--- config.mk ---
export PLATFORM = sky130hd
export DESIGN_NAME = mesi_isc_cpu_port
export DESIGN_NICKNAME = d
export VERILOG_FILES = /design/src/rtl/mesi_isc_pkg.sv /design/src/rtl/mesi_isc_snoop_resp.sv /design/src/rtl/mesi_isc_cpu_port.sv
export SDC_FILE = /design/constraint.sdc
export NUM_CORES = 1
export LEC_CHECK = 0
export ABC_CLOCK_PERIOD_IN_PS = 1700
export BUFFER_PORTS_ARGS = -buffer_cell sky130_fd_sc_hd__buf_2
export CORE_MARGIN = 3
export CORE_UTILIZATION = 35
export DETAILED_ROUTE_END_ITERATION = 7
export HOLD_SLACK_MARGIN = 0.1
export SYNTH_ARGS = -nofsm -noshare
export SYNTH_HDL_FRONTEND = slang
export SYNTH_HIERARCHICAL = 1
export SYNTH_SLANG_ARGS = --single-unit
export TNS_END_PERCENT = 10
--- constraint.sdc ---
create_clock -name clk -period 1.7 [get_ports clk]
set_input_delay 0.34 -clock clk [delete_from_list [all_inputs] [get_ports clk]]
set_output_delay 0.34 -clock clk [all_outputs]
set_load 0.005 [all_outputs]
--- src/rtl/mesi_isc_pkg.sv ---
// Shared encodings, FSM states and default widths for the mesi_isc CPU port.
package mesi_isc_pkg;

  localparam int DEF_ADDR_WIDTH     = 32;
  localparam int DEF_MBUS_CMD_WIDTH = 3;
  localparam int DEF_CBUS_CMD_WIDTH = 3;

  typedef enum logic [2:0] {
    MBUS_NOP      = 3'd0,
    MBUS_WR       = 3'd1,
    MBUS_RD       = 3'd2,
    MBUS_WR_BROAD = 3'd3,
    MBUS_RD_BROAD = 3'd4
  } mbus_cmd_e;

  typedef enum logic [2:0] {
    CBUS_NOP      = 3'd0,
    CBUS_WR_SNOOP = 3'd1,
    CBUS_RD_SNOOP = 3'd2,
    CBUS_EN_WR    = 3'd3,
    CBUS_EN_RD    = 3'd4
  } cbus_cmd_e;

  typedef logic [2:0] port_state_t;

  localparam port_state_t ST_IDLE    = 3'd0;
  localparam port_state_t ST_BROAD   = 3'd1;
  localparam port_state_t ST_WAIT_EN = 3'd2;
  localparam port_state_t ST_EN_ACK  = 3'd3;
  localparam port_state_t ST_ACCESS  = 3'd4;
  localparam port_state_t ST_DONE    = 3'd5;

  // States where the port is stalled on the controller and the watchdog runs.
  function automatic logic is_wait_state(port_state_t s);
    return (s == ST_BROAD) || (s == ST_WAIT_EN) || (s == ST_ACCESS);
  endfunction

endpackage

--- src/rtl/mesi_isc_snoop_resp.sv ---
// Coherence-bus snoop responder: detects a snoop, forwards it to the cache,
// acks after SNOOP_LAT cycles and waits for a NOP before accepting another.
module mesi_isc_snoop_resp
  import mesi_isc_pkg::*;
#(
  parameter int ADDR_WIDTH     = DEF_ADDR_WIDTH,
  parameter int CBUS_CMD_WIDTH = DEF_CBUS_CMD_WIDTH,
  parameter int SNOOP_LAT      = 2
) (
  input  logic                      clk,
  input  logic                      rst,
  input  logic [CBUS_CMD_WIDTH-1:0] cbus_cmd_i,
  input  logic [ADDR_WIDTH-1:0]     cbus_addr_i,
  output logic                      snoop_ack_o,
  output logic                      snoop_valid_o,
  output logic                      snoop_wr_o,
  output logic [ADDR_WIDTH-1:0]     snoop_addr_o
);

  localparam logic [CBUS_CMD_WIDTH-1:0] C_NOP      = CBUS_CMD_WIDTH'(CBUS_NOP);
  localparam logic [CBUS_CMD_WIDTH-1:0] C_WR_SNOOP = CBUS_CMD_WIDTH'(CBUS_WR_SNOOP);
  localparam logic [CBUS_CMD_WIDTH-1:0] C_RD_SNOOP = CBUS_CMD_WIDTH'(CBUS_RD_SNOOP);
  localparam logic [3:0]                LAT        = 4'(SNOOP_LAT);

  logic       armed_q;
  logic       nop_seen_q;
  logic [3:0] lat_cnt_q;
  logic       detect;

  assign detect        = armed_q && ((cbus_cmd_i == C_WR_SNOOP) || (cbus_cmd_i == C_RD_SNOOP));
  assign snoop_valid_o = detect;
  assign snoop_wr_o    = detect && (cbus_cmd_i == C_WR_SNOOP);
  assign snoop_addr_o  = detect ? cbus_addr_i : '0;
  assign snoop_ack_o   = (lat_cnt_q == 4'd1);

  // A NOP seen before the ack has gone out is remembered so re-arming is not lost.
  always_ff @(posedge clk or posedge rst) begin
    if (rst) begin
      armed_q    <= 1'b0;
      nop_seen_q <= 1'b0;
      lat_cnt_q  <= 4'd0;
    end else if (detect) begin
      armed_q    <= 1'b0;
      nop_seen_q <= 1'b0;
      lat_cnt_q  <= LAT;
    end else begin
      if (lat_cnt_q != 4'd0)
        lat_cnt_q <= lat_cnt_q - 4'd1;
      if (!armed_q && (cbus_cmd_i == C_NOP))
        nop_seen_q <= 1'b1;
      if (!armed_q && (lat_cnt_q == 4'd0) && (nop_seen_q || (cbus_cmd_i == C_NOP))) begin
        armed_q    <= 1'b1;
        nop_seen_q <= 1'b0;
      end
    end
  end

endmodule

--- src/rtl/mesi_isc_cpu_port.sv ---
// Per-CPU agent in front of the mesi_isc controller: runs the two-phase
// broadcast/enable/access handshake and answers snoops concurrently.
module mesi_isc_cpu_port
  import mesi_isc_pkg::*;
#(
  parameter int ADDR_WIDTH     = DEF_ADDR_WIDTH,
  parameter int MBUS_CMD_WIDTH = DEF_MBUS_CMD_WIDTH,
  parameter int CBUS_CMD_WIDTH = DEF_CBUS_CMD_WIDTH,
  parameter int SNOOP_LAT      = 2,
  parameter int TIMEOUT        = 255
) (
  input  logic                      clk,
  input  logic                      rst,
  input  logic                      cpu_req_valid_i,
  input  logic                      cpu_req_wr_i,
  input  logic [ADDR_WIDTH-1:0]     cpu_req_addr_i,
  output logic                      cpu_req_ready_o,
  output logic                      cpu_done_o,
  output logic [MBUS_CMD_WIDTH-1:0] mbus_cmd_o,
  output logic [ADDR_WIDTH-1:0]     mbus_addr_o,
  input  logic                      mbus_ack_i,
  input  logic [CBUS_CMD_WIDTH-1:0] cbus_cmd_i,
  input  logic [ADDR_WIDTH-1:0]     cbus_addr_i,
  output logic                      cbus_ack_o,
  output logic                      snoop_valid_o,
  output logic                      snoop_wr_o,
  output logic [ADDR_WIDTH-1:0]     snoop_addr_o,
  output logic                      proto_err_o,
  output logic                      timeout_o
);

  localparam logic [MBUS_CMD_WIDTH-1:0] M_NOP      = MBUS_CMD_WIDTH'(MBUS_NOP);
  localparam logic [MBUS_CMD_WIDTH-1:0] M_WR       = MBUS_CMD_WIDTH'(MBUS_WR);
  localparam logic [MBUS_CMD_WIDTH-1:0] M_RD       = MBUS_CMD_WIDTH'(MBUS_RD);
  localparam logic [MBUS_CMD_WIDTH-1:0] M_WR_BROAD = MBUS_CMD_WIDTH'(MBUS_WR_BROAD);
  localparam logic [MBUS_CMD_WIDTH-1:0] M_RD_BROAD = MBUS_CMD_WIDTH'(MBUS_RD_BROAD);
  localparam logic [CBUS_CMD_WIDTH-1:0] C_EN_WR    = CBUS_CMD_WIDTH'(CBUS_EN_WR);
  localparam logic [CBUS_CMD_WIDTH-1:0] C_EN_RD    = CBUS_CMD_WIDTH'(CBUS_EN_RD);
  localparam logic [7:0]                WD_LIMIT   = 8'(TIMEOUT);

  port_state_t               state_q;
  port_state_t               state_d;
  logic                      op_wr_q;
  logic                      op_wr_d;
  logic [ADDR_WIDTH-1:0]     addr_q;
  logic [MBUS_CMD_WIDTH-1:0] mbus_cmd_q;
  logic [MBUS_CMD_WIDTH-1:0] mbus_cmd_d;
  logic [7:0]                wd_cnt_q;
  logic [7:0]                wd_cnt_d;
  logic                      ready_en_q;
  logic                      proto_err_q;
  logic                      timeout_q;
  logic                      accept;
  logic                      en_seen;
  logic                      en_mismatch;
  logic                      snoop_ack;

  // ready_en_q keeps the port from advertising readiness while reset is held.
  assign cpu_req_ready_o = ready_en_q && (state_q == ST_IDLE);
  assign accept          = cpu_req_valid_i && cpu_req_ready_o;
  assign op_wr_d         = accept ? cpu_req_wr_i : op_wr_q;
  assign en_seen         = (cbus_cmd_i == C_EN_WR) || (cbus_cmd_i == C_EN_RD);
  assign en_mismatch     = ((cbus_cmd_i == C_EN_WR) != op_wr_q) || (cbus_addr_i != addr_q);

  always_comb begin
    state_d = state_q;
    case (state_q)
      ST_IDLE:    if (accept) state_d = ST_BROAD;
      ST_BROAD:   if (mbus_ack_i) state_d = ST_WAIT_EN;
      ST_WAIT_EN: if (en_seen) state_d = ST_EN_ACK;
      ST_EN_ACK:  state_d = ST_ACCESS;
      ST_ACCESS:  if (mbus_ack_i) state_d = ST_DONE;
      ST_DONE:    state_d = ST_IDLE;
      default:    state_d = ST_IDLE;
    endcase
  end

  // The command is decoded from the next state so it is registered yet aligned with it.
  always_comb begin
    mbus_cmd_d = M_NOP;
    case (state_d)
      ST_BROAD:  mbus_cmd_d = op_wr_d ? M_WR_BROAD : M_RD_BROAD;
      ST_ACCESS: mbus_cmd_d = op_wr_d ? M_WR : M_RD;
      default:   mbus_cmd_d = M_NOP;
    endcase
  end

  // Watchdog value is the number of cycles spent so far in the current wait state.
  always_comb begin
    wd_cnt_d = 8'd0;
    if (is_wait_state(state_d)) begin
      if (state_d != state_q)
        wd_cnt_d = 8'd1;
      else if (wd_cnt_q != 8'hFF)
        wd_cnt_d = wd_cnt_q + 8'd1;
      else
        wd_cnt_d = wd_cnt_q;
    end
  end

  always_ff @(posedge clk or posedge rst) begin
    if (rst) begin
      state_q     <= ST_IDLE;
      op_wr_q     <= 1'b0;
      addr_q      <= '0;
      mbus_cmd_q  <= M_NOP;
      wd_cnt_q    <= 8'd0;
      ready_en_q  <= 1'b0;
      proto_err_q <= 1'b0;
      timeout_q   <= 1'b0;
    end else begin
      state_q    <= state_d;
      mbus_cmd_q <= mbus_cmd_d;
      wd_cnt_q   <= wd_cnt_d;
      ready_en_q <= 1'b1;
      if (accept) begin
        op_wr_q <= cpu_req_wr_i;
        addr_q  <= cpu_req_addr_i;
      end
      if ((state_q == ST_WAIT_EN) && en_seen && en_mismatch)
        proto_err_q <= 1'b1;
      if ((WD_LIMIT != 8'd0) && (wd_cnt_d == WD_LIMIT))
        timeout_q <= 1'b1;
    end
  end

  mesi_isc_snoop_resp #(
    .ADDR_WIDTH     (ADDR_WIDTH),
    .CBUS_CMD_WIDTH (CBUS_CMD_WIDTH),
    .SNOOP_LAT      (SNOOP_LAT)
  ) u_snoop (
    .clk           (clk),
    .rst           (rst),
    .cbus_cmd_i    (cbus_cmd_i),
    .cbus_addr_i   (cbus_addr_i),
    .snoop_ack_o   (snoop_ack),
    .snoop_valid_o (snoop_valid_o),
    .snoop_wr_o    (snoop_wr_o),
    .snoop_addr_o  (snoop_addr_o)
  );

  assign mbus_cmd_o  = mbus_cmd_q;
  assign mbus_addr_o = addr_q;
  assign cpu_done_o  = (state_q == ST_DONE);
  assign cbus_ack_o  = (state_q == ST_EN_ACK) || snoop_ack;
  assign proto_err_o = proto_err_q;
  assign timeout_o   = timeout_q;

endmodule

# Word-level counts from Yosys, hierarchy flattened
# Index checks and enable logic that the tools add are counted.
dict set report totals {
  register_bits 56
}
dict set report op_classes {
  n_addsub 2
  n_eq_ne 18
  muxes 20
  n_reduce_logical 24
}
# cell n
set op_table {}
lappend op_table {{$mux W32} 1}
lappend op_table {{$ne A32 B32 Y1} 1}
lappend op_table {{$mux W8} 3}
lappend op_table {{$eq A3 B2 Y1 const B} 5}
lappend op_table {{$mux W3} 5}
lappend op_table {{$pmux W3 S5} 1}
lappend op_table {{$eq A3 B3 Y1 const B} 4}
lappend op_table {{$eq A3 B1 Y1 const B} 3}
lappend op_table {{$logic_and A1 B1 Y1} 9}
lappend op_table {{$add A8 B1 Y8 const B} 1}
lappend op_table {{$eq A8 B8 Y1 const B} 1}
lappend op_table {{$mux W4} 2}
lappend op_table {{$ne A8 B8 Y1 const B} 1}
lappend op_table {{$logic_or A1 B1 Y1} 7}
lappend op_table {{$logic_not A3 Y1} 2}
lappend op_table {{$mux W1} 6}
lappend op_table {{$pmux W3 S2} 1}
lappend op_table {{$eq A4 B1 Y1 const B} 1}
lappend op_table {{$logic_not A4 Y1} 1}
lappend op_table {{$reduce_bool A2 Y1} 2}
lappend op_table {{$reduce_bool A4 Y1} 1}
lappend op_table {{$sub A4 B1 Y4 const B} 1}
lappend op_table {{$ne A3 B3 Y1} 1}
lappend op_table {{$reduce_bool A3 Y1} 1}
lappend op_table {{3 further kinds} 3}

# Depth between registers and ports, before layout
# Gate-level depths: netlist of the first run.
dict set report depth {
  ltp_word 10
  mapped_depth 7
  mapped_depth_nobuf 6
}

# By module
# Netlist of the first run, hierarchy kept.
# mod n_inst cells_each area_each_um2
set by_module_without_submodules {}
lappend by_module_without_submodules {mesi_isc_cpu_port 1 288 2581.2}
lappend by_module_without_submodules {mesi_isc_snoop_resp 1 70 600.6}

# Worst setup path after synthesis of the first run
# No wires, ideal clock.
dict set report synth_path {
  path_kind {reg-to-reg}
  startpoint {reg wd_cnt_q[0]}
  endpoint {reg timeout_q, in the netlist timeout_o}
  t_arrival_ns 1.389
  t_required_ns 1.580
  slack_ns 0.190
  stages_incl_launch_ff 7
  synth_period_minus_slack_ns 1.510
  path_cell_list {dfrtp_1 -> ha_1 -> nand4_1 -> or2_1 -> nand2_1 -> mux2i_1 -> a41o_1}
}
dict set report synth_between {
  elab_chain_len 5
  elab_cells_between_ends 6
  cone_classes {add/sub: 1; eq/ne: 2; mux: 3}
}
# item line_no
set synth_lines {}
lappend synth_lines {{start, declared} mesi_isc_cpu_port.sv:48} ;# logic [7:0] wd_cnt_q;
lappend synth_lines {{start signal, assigned} mesi_isc_cpu_port.sv:114} ;# wd_cnt_q <= wd_cnt_d;
lappend synth_lines {{$add A8 B1 Y8 or $ne A8 B8 Y1 (tied branches)} {mesi_isc_cpu_port.sv:95, mesi_isc_cpu_port.sv:94}}
lappend synth_lines {{$mux W8 *} mesi_isc_cpu_port.sv:94} ;# else if (wd_cnt_q != 8'hFF)
lappend synth_lines {{$mux W8 *} mesi_isc_cpu_port.sv:92} ;# if (state_d != state_q)
lappend synth_lines {{$mux W8 *} mesi_isc_cpu_port.sv:91} ;# if (is_wait_state(state_d)) begin
lappend synth_lines {{$eq A8 B8 Y1 *} mesi_isc_cpu_port.sv:122} ;# if ((WD_LIMIT != 8'd0) && (wd_cnt_d == WD_LIMIT))
lappend synth_lines {{end signal, assigned} mesi_isc_cpu_port.sv:110} ;# timeout_q <= 1'b0;
lappend synth_lines {{end signal, assigned} mesi_isc_cpu_port.sv:123} ;# timeout_q <= 1'b1;
lappend synth_lines {{end, declared} mesi_isc_cpu_port.sv:52} ;# logic timeout_q;
# Every way passes the cells marked *; elsewhere a longest branch is shown, timed or not.
# A chain may end at the register's enable or synchronous reset.

# Worst setup path after layout of the first run
dict set report layout_path {
  startpoint {reg u_snoop.armed_q}
  endpoint {out snoop_addr_o[12]}
}
dict set report layout_between {
  elab_chain_len 2
}
# item line_no
set layout_lines {}
lappend layout_lines {{start, declared} mesi_isc_snoop_resp.sv:25} ;# logic armed_q;
lappend layout_lines {{start signal, assigned} mesi_isc_snoop_resp.sv:39} ;# armed_q <= 1'b0;
lappend layout_lines {{start signal, assigned} mesi_isc_snoop_resp.sv:43} ;# armed_q <= 1'b0;
lappend layout_lines {{start signal, assigned} mesi_isc_snoop_resp.sv:52} ;# armed_q <= 1'b1;
lappend layout_lines {{$logic_and A1 B1 Y1} mesi_isc_snoop_resp.sv:30} ;# assign detect = armed_q && ((cbus_cmd_i == C_WR_SNOOP) || (cbus_cmd_i == C_RD_SNOOP));
lappend layout_lines {{$mux W32} mesi_isc_snoop_resp.sv:33} ;# assign snoop_addr_o = detect ? cbus_addr_i : '0;
lappend layout_lines {{end, declared} mesi_isc_cpu_port.sv:27} ;# output logic [ADDR_WIDTH-1:0] snoop_addr_o,
# Every way passes these cells.

==> results.yml, run 1 <==
worst_setup_path:
  cp_num_buf_inv: 4
  slowest_stage: "dfrtp_1"
  crit_path_max_incr_delay_ns: 0.38
  worst_ep_required_time_ns: 1.36
  worst-setup-path-type: "register to output port"
  critical_path.cell_chain: "inv_2 -> nor4_4 -> buf_6 -> buf_12 -> and2_1 -> buf_2"
  cpLargestDelayFamily: "buffers and inverters"
  worstPathMaxFanout: 9
  reg2reg_from: "wd_cnt_q[1]$_DFF_PP0_"
  critical_path.startpoint_type: "register"
  crit_path_end_kind: "output port"
  crit_arrival_ns: 1.55
  crit_startpoint: "u_snoop/armed_q$_DFFE_PP0P_"
grt:
  grt_use_total_pct: 16.7
  antenna_found_initial: 0
  grt_first_pass_wirelength_microns: 13700
  grt_max_degree: 32
  globalRouteOverflowTotal: 0
  number_of_global_route_vias_before_repair: 2865
sta:
  setup_total_negative_slack_ns: -5.31
  finalHoldViolations: 0
  final.period_utilization_pct: 111
  slew_violations: 0
  period_needed_ns: 1.89
  tightest_slew_ns: 0.539
  setup_viol_count_final: 33
  grt_setup_unrepaired: "yes"
  postLayoutSetupSlackWorst_ns: -0.188
  worst_slew_margin_rel_pct: 64.0
  final.setup_skew_ns: 0.00666
  fmax_mhz: 530
floorplan:
  top_level_ports: 146
  start_util_pct: 36.3
  fp.dieH_microns: 101
  core.rowCount: 34
  fp.dieArea_sq_um: 10300
  fp.coreArea_sq_um: 8760
  die_wd_microns: 101
placement:
  dp.final_hpwl_microns: 6490
  postPlaceCellArea_sq_um: 4080
  placement.io_buffers: 145
  pre_cts_slack_ns: -0.0339
  dp_cells: 610
  globalplace.congestion: 0.849
yosys:
  post_synth_inst_count: 358
  synthArstFlopShare_pct: 100
  yosys_warnings: 6
  synth_seq_area_share_pct: 44.0
  ys_seq_elements: 56
  most_used_dff_post_synth: "dfrtp_1"
  syn_area_sq_um: 3180
  avgSynthCellArea_sq_um: 8.89
  synth_edf_count: 0
  synth_nets: 433
  yosys.cell_types.count: 49
pwr:
  power_report.internal_total_mw: 3.57
  switching_power_mw: 2.26
  ir_worst_vdd_uv: 617
  power_frac_seq_pct: 41.1
  pwr-share-clk_pct: 11.8
  swShare_pct: 38.7
  comb_power_share_pct: 47.1
  p_per_area_nw_per_um2: 1350
  power_leakage_nw: 2.26
final_layout:
  final_layout_size_suffix_gt1_share_pct: 37.3
  layout_commonest_cell: "buf_2"
  layout.cells.most_common_list: "143 x buf_2, 108 x nand2_1, 53 x dfrtp_1"
  nets: 592
  n_antenna_cell: 0
  stdcell_count: 625
  finish.utilization_pct: 49.2
  syn2layout_area_growth_pct: 35.6
  final_area_sq_um: 4320
  num-fill-cells: 873
clock_network:
  clk_path_buf_depth: 2
  tritoncts: "yes"
  cts_sinks: 56
  worst_skew_pair.late_latency_ns: 0.30
  tritoncts.num_buffers: 5
  clk_transition_reported_paths_ns: 0.10
  clk_root_buffer_cell: "clkbuf_8"
  cts_max_level: 2
detailed_routing:
  routed_wire_length_per_instance_microns: 14.0
  detail_route.wirelength_microns: 8730
  antenna_left: 0
  avgViaCountPerCell: 4.70
  routed-via-count: 2935
  route.detailed.drc: 0
  detailedRoute.firstIterationViolations: 115
  firstDrtPassIters: 4
min_path:
  hold_class: "primary input to register"
  hold_start: "cpu_req_addr_i[20]"
run_status:
  violations: "setup timing"
  outcome: "finished with violations"
run:
  cap_violations: 0
[registers in the layout, summed over array words and instances, names as in the netlist]
| register | cells |
|---|---|
| mbus_addr_o | 32 |
| wd_cnt_q | 8 |
| u_snoop/lat_cnt_q | 4 |
| mbus_cmd_o | 3 |
| state_q | 3 |
| op_wr_q | 1 |
| proto_err_o | 1 |
| ready_en_q | 1 |
| timeout_o | 1 |
| u_snoop/armed_q | 1 |
| u_snoop/nop_seen_q | 1 |
[per-layer routing]
metal / global-route usage, % / wire length, microns / vias to the layer above
li1: - / - / 1475
met1: 22.1 / 3720 / 1366
met2: 27.9 / 4400 / 85
met3: 3.31 / 495 / 9
met4: 4.60 / 119 / 0
met5: 0 / 0 / -
[logic make-up (layout without fill, tap and decap cells)]
kind of cell / after synthesis / after routing / synth area share [%]
and+or+nand+nor: 199 / 199 / 31.3
other: 1 / 1 / 0.118
muxes: 6 / 6 / 1.89
adders and majority gates: 4 / 4 / 1.49
xor gates and xnor gates: 39 / 39 / 10.7
AOI/OAI and AO/OA: 29 / 29 / 6.21
DFF: 56 / 56 / 44.0
buffers and inverters: 24 / 183 / 4.21
[worst register-to-register path, delay by kind of cell (launching register included)]
kind,cells,cell delay [ns]
AO/OA/AOI/OAI,1,0.25
adder cells (fa/ha/maj),1,0.20
flip-flops,1,0.38
multiplexers,1,0.09
AND/OR/NAND/NOR,3,0.55
[cell usage after synthesis (2+ instances only)]
cell type  instances  share of area [%]
nand2_1          109                 13
dfrtp_1           56                 44
xnor2_1           38                 10
and2_1            36                7.1
nor2_1            10                1.2
a21oi_1            9                1.4
nand4_1            8                1.6
inv_1              7               0.83
mux2i_1            6                1.9
nand3_1            6               0.94
a31oi_1            5               0.98
nor3_1             5               0.79
buf_2              4               0.63
buf_6              4                1.4
o21ai_0            4               0.63
a211oi_1           3               0.71
and3_1             3               0.59
clkbuf_1           3               0.35
ha_1               3                1.2
inv_2              3               0.35
nand2b_1           3               0.59
buf_4              2               0.47
nor2b_1            2               0.39
nor4_1             2               0.39
nor4b_1            2               0.55
or2_1              2               0.39
[path summary, 6_finish.rpt]
check                      cells after the start                                to  slack [ns]
setup / recovery                               6                  snoop_addr_o[12]       -0.19
hold / removal                                 3       mbus_addr_o[20]$_DFFE_PP0P_        0.22
setup reg to reg                               6             timeout_o$_DFFE_PP0N_        0.13
hold reg to reg                                1             timeout_o$_DFFE_PP0N_        0.49
max in group asynchronous                      4              state_q[1]$_DFF_PP0_        0.49
min in group asynchronous                      3  u_snoop/lat_cnt_q[0]$_DFFE_PP0P_        0.52
[timing repair]
item | CTS | global route
setup buffers | 5 | 0
resized for setup | 8 | 10
cloned | 2 | 0
hold buffers | 1 | 0
setup endpoints to repair | 35 | 38
pin swaps | 12 | 2
endpoints found under the hold margin | 9 | 0
[cell type report]
cell class	instances	area (sq um)	area share, %
clock buffer	6	72.6	1.68
clock inverter	1	5.00	0.116
inverter	10	37.5	0.870
multi-input combinational	278	1670	38.8
sequential	56	1410	32.6
tap	108	135	3.13
timing repair buffer	166	987	22.9
[power by group through the flow]
stage | combinational (mW) | sequential (mW) | clock [mW]
2_1_floorplan | 1.65 | 2.33 | 0
3_3_place_gp | 2.58 | 2.39 | 0
3_5_place_dp | 2.62 | 2.40 | 0
4_1_cts | 2.77 | 2.38 | 0.721
5_1_grt | 3.10 | 2.48 | 0.773
6_report | 2.75 | 2.40 | 0.686
[per-stage QoR]
| step | hold slack (ns) | total power, mW |
|---|---|---|
| CTS | 0.208 | 5.87 |
| finish | 0.220 | 5.83 |
| global placement | 0.275 | 4.97 |
| detailed placement | 0.288 | 5.02 |
| floorplan | 0.131 | 3.99 |
| global route | 0.218 | 6.35 |
No activity file was read; power rests on OpenSTA's default activity.
==> run 2, diff against run 1 <==
- CAP_MARGIN: unset -> 30
- SYNTH_HIERARCHICAL: 1 -> unset
==> results.yml, run 2 <==
run_status:
  outcome: "finished, final reports clean"
yosys:
  synth_seq_area_share_pct: 42.5
  post_synth_inst_count: 384
  yosys.cell_types.count: 53
  synth_edf_count: 0
  avgSynthCellArea_sq_um: 8.59
  ys_seq_elements: 56
  cell_taking_the_most_area_after_synthesis: "dfrtp_1"
  yosys_warnings: 0
  yosysMostFrequentCell: "nand2_1"
  synth_top_area_share_pct: 42.5
  syn_area_sq_um: 3300
  synth_top_cells_by_count: "113 x nand2_1, 56 x dfrtp_1, 36 x xnor2_1"
  synth_nets: 460
  most_used_dff_post_synth: "dfrtp_1"
  synthArstFlopShare_pct: 100
  synth_top_cells_by_area: "dfrtp_1 42%, nand2_1 13%, xnor2_1 9.6%"
sta:
  setup_viol_count_final: 0
  final.period_utilization_pct: 96.3
  grt_setup_unrepaired: "yes"
  slew_violations: 0
  final.setup_skew_ns: 0.0124
  period_needed_ns: 1.64
  finalHoldViolations: 0
  fmax_mhz: 611
final_layout:
  max_ffs_per_register: 32
  stdcell_count: 649
  layout.area.seq_sq_um: 1410
  final_layout_size_suffix_gt1_share_pct: 36.8
  n_antenna_cell: 0
  multi_input_area_sq_um: 1790
  layout_commonest_cell: "buf_2"
  syn2layout_area_growth_pct: 34.7
  nets: 616
  num-fill-cells: 935
  layout.cells.most_common_list: "144 x buf_2, 112 x nand2_1, 53 x dfrtp_1"
clock_network:
  worst_skew_pair.late_latency_ns: 0.31
  clk_path_buf_depth: 2
  tritoncts: "yes"
  clk_root_buffer_cell: "clkbuf_8"
  clk_transition_reported_paths_ns: 0.10
  cts_max_level: 2
  cts_sinks: 56
  tritoncts.num_buffers: 5
worst_setup_path:
  critical_path.startpoint_type: "register"
  crit_path_end_kind: "output port"
  worst_ep_required_time_ns: 1.36
  worstPathMaxFanout: 27
  crit_arrival_ns: 1.30
  worst-setup-path-type: "register to output port"
floorplan:
  top_level_ports: 146
  die_wd_microns: 103
  core.rowCount: 34
  fp.dieH_microns: 103
  start_util_pct: 36.9
  fp.dieArea_sq_um: 10600
  fp.coreArea_sq_um: 8930
grt:
  grt_first_pass_wirelength_microns: 15500
  grt_use_total_pct: 18.7
  gr-usage-met2_pct: 31.2
  grt_max_degree: 57
  grt_met3_use_pct: 3.86
  globalRouteOverflowTotal: 0
  grt_util_met1_pct: 24.0
  number_of_global_route_vias_before_repair: 3193
  antenna_found_initial: 0
  busiest_layer: "met2"
min_path:
  hold_class: "primary input to register"
detailed_routing:
  detailedRoute.firstIterationViolations: 106
  firstDrtPassIters: 4
  avgViaCountPerCell: 4.97
  antenna_left: 0
  routed-via-count: 3228
  route.detailed.drc: 0
  routed_wire_length_per_instance_microns: 14.7
  detail_route.wirelength_microns: 9570
placement:
  placement.io_buffers: 145
  globalplace.congestion: 0.896
  dp_cells: 637
  dp.final_hpwl_microns: 7530
pwr:
  p_per_area_nw_per_um2: 1360
  power_leakage_nw: 2.41
  ir_worst_vdd_uv: 529
  power.total_mw: 6.04
run:
  cap_violations: 0
## run 2: layout make-up
cell class / count / area share (%)
well taps: 108 / 3.04
inverters: 6 / 0.591
clock inverters: 2 / 0.366
flip-flops and latches: 56 / 31.6
clock buffers: 6 / 1.63
multi-input cells: 300 / 40.2
repair buffers: 171 / 22.6
## run 2: timing repair
item	in CTS	in global routing
resized for setup	5	12
setup buffers	0	3
hold endpoints to repair	5	0
endpoints found under the setup margin	30	31
hold buffers	1	0
## run 2: path summary, 6_finish.rpt
check | depth (start not counted) | start | endpoint | slack [ns]
worst min register to register | 1 | timeout_o$_DFFE_PP0N_ | timeout_o$_DFFE_PP0N_ | 0.50
worst min-delay path | 3 | cpu_req_addr_i[31] | mbus_addr_o[31]$_DFFE_PP0P_ | 0.21
worst max register to register | 5 | state_q[0]$_DFF_PP0_ | wd_cnt_q[3]$_DFF_PP0_ | 0.10
worst max-delay path | 3 | u_snoop.armed_q$_DFFE_PP0N_ | snoop_addr_o[24] | 0.06
min in group asynchronous | 4 | rst | u_snoop.lat_cnt_q[1]$_DFFE_PP0P_ | 0.64
max in group asynchronous | 4 | rst | wd_cnt_q[7]$_DFF_PP0_ | 0.78
## run 2: cells by family (layout without fill, tap and decap cells)
| logic type | Yosys count | count (layout) | share of synthesized area [%] |
|---|---|---|---|
| XOR/XNOR | 39 | 39 | 10.4 |
| AND/OR/NAND/NOR | 220 | 220 | 33.0 |
| buffers and inverters | 28 | 185 | 4.55 |
| AO/OA/AOI/OAI | 34 | 34 | 7.36 |
| flip-flops | 56 | 56 | 42.5 |
| multiplexers | 2 | 2 | 0.645 |
| adder cells (fa/ha/maj) | 4 | 4 | 1.52 |
| other | 1 | 1 | 0.114 |
## run 2: critical path, cell delays in order (launching register included)
cell     delay [ns]
dfrtp_2        0.53
buf_12         0.19
and3_1         0.16
buf_2          0.11
## run 2: report_power, final
part,internal (mW),total (mW),switching (mW)
combinational,1.45,2.90,1.44
clock,0.294,0.733,0.438
sequential,1.86,2.41,0.552
total,3.61,6.04,2.43
## run 2: layer usage
layer,up-vias,wire [microns]
met5,-,0
met3,19,581
li1,1601,-
met4,0,265
met2,115,4690
met1,1493,4030
## run 2: stage by stage
step | util (%) | setup TNS [ns] | setup slack [ns] | cell area [sq um] | hold WS (ns)
detailed placement | 47.7 | -0.00381 | -0.00381 | 4270 | 0.445
finish | 49.7 | 0 | 0.0631 | 4440 | 0.212
global placement | 47.7 | 0 | 0.00747 | 4270 | 0.442
floorplan | - | 0 | 0.0796 | 3300 | 0.420
global route | 49.7 | -0.427 | -0.0634 | 4440 | 0.197
CTS | 49.0 | -0.00375 | -0.00375 | 4380 | 0.199
